<file path="src/rtl/serial_comparator_pkg.sv">
// Shared definitions for the LSB-first serial magnitude comparator.
// State encodings are exported so the bench can reuse them.
package serial_comparator_pkg;

  typedef enum logic [1:0] {
    IDLE = 2'd0,
    RUN  = 2'd1,
    DONE = 2'd2
  } state_e;

  localparam int SLICE_W = 2;

endpackage

</file>
<file path="src/rtl/lsb_slice_update.sv">
// One 2-bit slice step of the LSB-first compare; purely combinational.
// A differing slice overrides whatever the less significant slices decided.
module lsb_slice_update (
  input  logic [1:0] a,
  input  logic [1:0] b,
  input  logic       eq_in,
  input  logic       lt_in,
  output logic       eq_out,
  output logic       lt_out
);

  always_comb begin
    eq_out = eq_in;
    lt_out = lt_in;
    if (a != b) begin
      eq_out = 1'b0;
      lt_out = (a < b);
    end
  end

endmodule

</file>
<file path="src/rtl/serial_comparator.sv">
// Sequential unsigned comparator walking A/B LSB-first, one 2-bit slice per clock.
// Latency SIZE/2 edges from acceptance to done; start is ignored while busy.
module serial_comparator
  import serial_comparator_pkg::*;
#(
  parameter int SIZE = 8
) (
  input  logic            clk,
  input  logic            rst,
  input  logic            start,
  input  logic [SIZE-1:0] A,
  input  logic [SIZE-1:0] B,
  output logic            busy,
  output logic            done,
  output logic            EQ,
  output logic            LT
);

  localparam int NSLICE = SIZE / 2;
  localparam int CW     = (NSLICE > 1) ? $clog2(NSLICE) : 1;
  localparam logic [CW-1:0] CNT_LAST = CW'(NSLICE - 1);

  state_e          state_q, state_d;
  logic [SIZE-1:0] sa_q, sa_d, sb_q, sb_d;
  logic [CW-1:0]   cnt_q, cnt_d;
  logic            eqw_q, eqw_d, ltw_q, ltw_d;
  logic            eq_q, eq_d, lt_q, lt_d;
  logic            slice_eq, slice_lt;

  lsb_slice_update u_slice (
    .a      (sa_q[SLICE_W-1:0]),
    .b      (sb_q[SLICE_W-1:0]),
    .eq_in  (eqw_q),
    .lt_in  (ltw_q),
    .eq_out (slice_eq),
    .lt_out (slice_lt)
  );

  always_ff @(posedge clk or negedge rst) begin
    if (!rst) begin
      state_q <= IDLE;
      sa_q    <= '0;
      sb_q    <= '0;
      cnt_q   <= '0;
      eqw_q   <= 1'b0;
      ltw_q   <= 1'b0;
      eq_q    <= 1'b0;
      lt_q    <= 1'b0;
    end else begin
      state_q <= state_d;
      sa_q    <= sa_d;
      sb_q    <= sb_d;
      cnt_q   <= cnt_d;
      eqw_q   <= eqw_d;
      ltw_q   <= ltw_d;
      eq_q    <= eq_d;
      lt_q    <= lt_d;
    end
  end

  always_comb begin
    state_d = state_q;
    sa_d    = sa_q;
    sb_d    = sb_q;
    cnt_d   = cnt_q;
    eqw_d   = eqw_q;
    ltw_d   = ltw_q;
    eq_d    = eq_q;
    lt_d    = lt_q;
    case (state_q)
      IDLE: begin
        if (start) begin
          sa_d    = A;
          sb_d    = B;
          eqw_d   = 1'b1;
          ltw_d   = 1'b0;
          cnt_d   = '0;
          state_d = RUN;
        end
      end
      RUN: begin
        eqw_d = slice_eq;
        ltw_d = slice_lt;
        sa_d  = sa_q >> SLICE_W;
        sb_d  = sb_q >> SLICE_W;
        if (cnt_q == CNT_LAST) begin
          // Results are taken from the final slice step directly so they land on the DONE edge.
          eq_d    = slice_eq;
          lt_d    = slice_lt;
          state_d = DONE;
        end else begin
          cnt_d = cnt_q + CW'(1);
        end
      end
      DONE:    state_d = IDLE;
      default: state_d = IDLE;
    endcase
  end

  assign busy = (state_q != IDLE);
  assign done = (state_q == DONE);
  assign EQ   = eq_q;
  assign LT   = lt_q;

endmodule

</file>
<file path="config.mk">
export PLATFORM = sky130hd
export DESIGN_NAME = serial_comparator
export DESIGN_NICKNAME = d
export VERILOG_FILES = /design/src/rtl/serial_comparator_pkg.sv /design/src/rtl/lsb_slice_update.sv /design/src/rtl/serial_comparator.sv
export SDC_FILE = /design/constraint.sdc
export NUM_CORES = 1
export LEC_CHECK = 0
export CORE_MARGIN = 2
export CORE_UTILIZATION = 30
export DETAILED_ROUTE_END_ITERATION = 16
export PLACE_DENSITY = 0.6
export SLEW_MARGIN = 40
export SYNTH_ARGS = -nofsm -noshare
export SYNTH_HDL_FRONTEND = slang
export SYNTH_HIERARCHICAL = 1
export SYNTH_SLANG_ARGS = --single-unit
</file>
<file path="constraint.sdc">
create_clock -name clk -period 1.4 [get_ports clk]
set_input_delay 0.14 -clock clk [delete_from_list [all_inputs] [get_ports clk]]
set_output_delay 0.14 -clock clk [all_outputs]
set_load 0.01 [all_outputs]
</file>
==> flow_metrics.py <==
metrics = {
    "pwr": {
        "pwr-share-clk_pct": 13.3,
        "p_seq_share_pct": 36.5,
        "power.leakage_nw": 0.682,
        "p_sw_share_pct": 35.4,
        "intPower_mw": 2.22,
        "power_density_nw_per_um2": 2150,
        "vdd_drop_max_v": 0.000953,
        "comb_power_share_pct": 50.2,
        "p_sw_mw": 1.22,
    },
    "clocking": {
        "htree_num_levels": 1,
        "clk_pin_slew_ns": 0.08,
        "cts_num_sinks": 24,
        "clockBufferDepth": 2,
        "holdBufCountCts": 0,
        "root_buffer": "clkbuf_8",
        "cts_made_buffers": 3,
        "cts_tree": "done",
        "clock_latency_ns": 0.26,
    },
    "synth": {
        "ys_ff_latch": 24,
        "syn_nets": 131,
        "synth_cells": 109,
        "ys_warn_count": 6,
        "synthArstFlopShare_pct": 100,
        "synth_cell_types": 28,
        "syn_area_per_cell_um2": 10.4,
        "synthesis.area_um2": 1140,
        "synth-edff-count": 0,
        "synth_flop_cell": "dfrtp_1",
        "synth_seq_area_share_pct": 52.9,
    },
    "finish": {
        "multiInputGateArea_um2": 522,
        "fin_util_pct": 43.5,
        "diodes": 0,
        "fill_cells": 359,
        "final_cell_count_no_fill": 191,
        "drive_above_1_share_pct": 23.1,
        "syn2layout_area_growth_pct": 40.3,
        "seq_area_um2": 603,
        "final_nets": 166,
    },
    "critical_path": {
        "r2r_slack_ns": -0.02,
        "path_max_fanout": 2,
        "cp_data_arrival_time_ns": 1.57,
        "crit_type": "flip-flop to flip-flop",
        "cp_data_required_time_ns": 1.55,
        "worstSetupStartpointType": "flip-flop",
        "end_kind": "flip-flop",
    },
    "floorplanning": {
        "fp.dieArea_um2": 4300,
        "chipHeight_um": 65.5,
        "coreArea_um2": 3660,
        "die_w_um": 65.5,
        "start_util_pct": 31.0,
        "boundaryPins": 23,
        "std_cell_rows": 22,
    },
    "route": {
        "top_layer": "met4",
        "met2_length_um": 1390,
        "wl_met1_um": 1210,
        "dr_wl_met3_um": 111,
        "route.detailed.drc": 0,
        "avgViaCountPerCell": 5.15,
        "ant_nets": 0,
        "post_drt_wl_per_cell_um": 14.3,
        "num_vias": 984,
        "drtIter0Drc": 81,
        "wl_um": 2730,
        "firstDrtPassIters": 4,
    },
    "sta": {
        "finalCritPeriodShare_pct": 102,
        "max_slew_margin_pct": 78.6,
        "rsz0062_at_grt": "yes",
        "fin_setup_tns_ns": -0.0222,
        "finalMaxSlewViolations": 0,
        "skew_ns": 0.00443,
        "fmax_ghz": 0.703,
        "period_minus_slack_ns": 1.42,
        "setup_violations": 1,
        "hold_viol": 0,
        "fin_ws_ns": -0.0222,
        "worst_pin_slew_ns": 0.321,
        "whs_ns": 0.228,
    },
    "global_route": {
        "track_usage_pct": 13.6,
        "grt_pass1_vias": 995,
        "antenna_found_initial": 0,
        "grt_max_degree": 25,
        "grt_overflow_total": 0,
        "grt_pass1_wl_um": 4550,
    },
    "min_path": {
        "hold_class": "primary input to asynchronous set/reset pin",
    },
    "outcome": {
        "violations": "setup timing",
        "status": "complete, but fails checks",
    },
    "place": {
        "numPortBuffers": 22,
        "dp_hpwl_um": 1970,
        "dp_cells": 181,
        "gp_congestion": 0.729,
    },
    "flow_run": {
        "cap_viol_max_count": 0,
    },
}
## final cells by class
class,count,share of cell area [%]
flip-flops and latches,24,37.8
clock buffers,4,3.45
inverters,5,1.41
multi-input cells,73,32.7
repair buffers,37,20.8
well taps,48,3.77
## power by group through the flow
stage / Clock, mW / Combinational, mW / Sequential, mW
after CTS: 0.476 / 1.46 / 1.24
after global routing: 0.507 / 1.92 / 1.30
after detailed placement: 0 / 1.44 / 1.25
final: 0.457 / 1.72 / 1.25
after global placement: 0 / 1.38 / 1.25
after floorplan: 0 / 1.03 / 1.18
## layer usage
| layer | global-route usage (%) | up-vias |
|---|---|---|
| li1 | - | 476 |
| met1 | 17.2 | 482 |
| met2 | 23.7 | 24 |
| met3 | 3.42 | 2 |
| met4 | 2.34 | 0 |
| met5 | 0 | - |
## Yosys cell counts (2+ instances only)
| cell type | number | area share [%] |
|---|---|---|
| a21oi_1 | 11 | 4.8 |
| a2bb2oi_1 | 3 | 2.3 |
| and2b_1 | 2 | 1.3 |
| buf_2 | 3 | 1.3 |
| buf_4 | 2 | 1.3 |
| clkbuf_1 | 2 | 0.66 |
| dfrtp_1 | 24 | 53 |
| ha_1 | 3 | 3.3 |
| inv_1 | 5 | 1.7 |
| mux2_2 | 2 | 2.0 |
| nand2_1 | 4 | 1.3 |
| nand2b_1 | 5 | 2.8 |
| nor2_1 | 4 | 1.3 |
| o21ai_0 | 6 | 2.6 |
| o22ai_1 | 19 | 10 |
| o2bb2ai_1 | 2 | 1.5 |
## worst max-delay path, cell delays in order, from the launching register on
cell,delay [ns]
dfrtp_1,0.42
ha_4,0.28
nand2b_4,0.11
a21oi_2,0.04
a31o_1,0.20
mux2_4,0.27
## stage by stage
step                worst slack (ns)  area [um^2]  total power, mW
CTS                          -0.0351         1510             3.17
global route                 -0.0890         1590             3.72
global placement              0.0153         1450             2.63
detailed placement           -0.0232         1450             2.69
floorplan                     0.0375         1140             2.21
finish                       -0.0222         1590             3.43
## registers in the layout, indices dropped and copies added, names as in the netlist
name     cells
ltw_q        1
state_q      2
sb_q         8
EQ           1
cnt_q        2
LT           1
eqw_q        1
sa_q         8
## cell usage in the layout, fill, tap and decap left out, types with 2 or more instances in the layout
master,instances
and2b_1,2
ha_4,2
buf_4,15
nor2_1,4
nand2b_1,3
o22ai_1,19
o2bb2ai_1,2
dfrtp_2,2
nand2_1,4
o21ai_0,6
a21oi_1,10
inv_1,3
clkbuf_8,4
dfrtp_1,22
clkdlybuf4s50_1,20
a2bb2oi_1,3
## cells by family (layout without fill, tap and decap cells)
| kind of cell | count (synthesis) | in the layout | synth area share, % |
|---|---|---|---|
| compound gates | 47 | 47 | 26.7 |
| flops | 24 | 24 | 52.9 |
| simple gates | 21 | 21 | 10.2 |
| buf+inv | 12 | 46 | 4.96 |
| fa+ha+maj | 3 | 3 | 3.30 |
| mux | 2 | 2 | 1.98 |
## path summary, 6_finish.rpt
check                                   to  cells after the start     from
worst max-delay path                    LT                      5  sb_q[0]
worst min-delay path            state_q[0]                      2      rst
worst max register to register          LT                      5  sb_q[0]
worst min register to register       eqw_q                      1    eqw_q
max in group asynchronous       state_q[1]                      2      rst
min in group clk                   sa_q[7]                      3     A[7]
## timing repair
item                                   CTS  global route
gates cloned                             0             0
setup buffers                            1             5
setup endpoints to repair                3            11
resized for setup                        5             8
endpoints found under the hold margin    0             0
pin swaps                                0             2
Note: power is estimated with default switching activity, not from simulation.
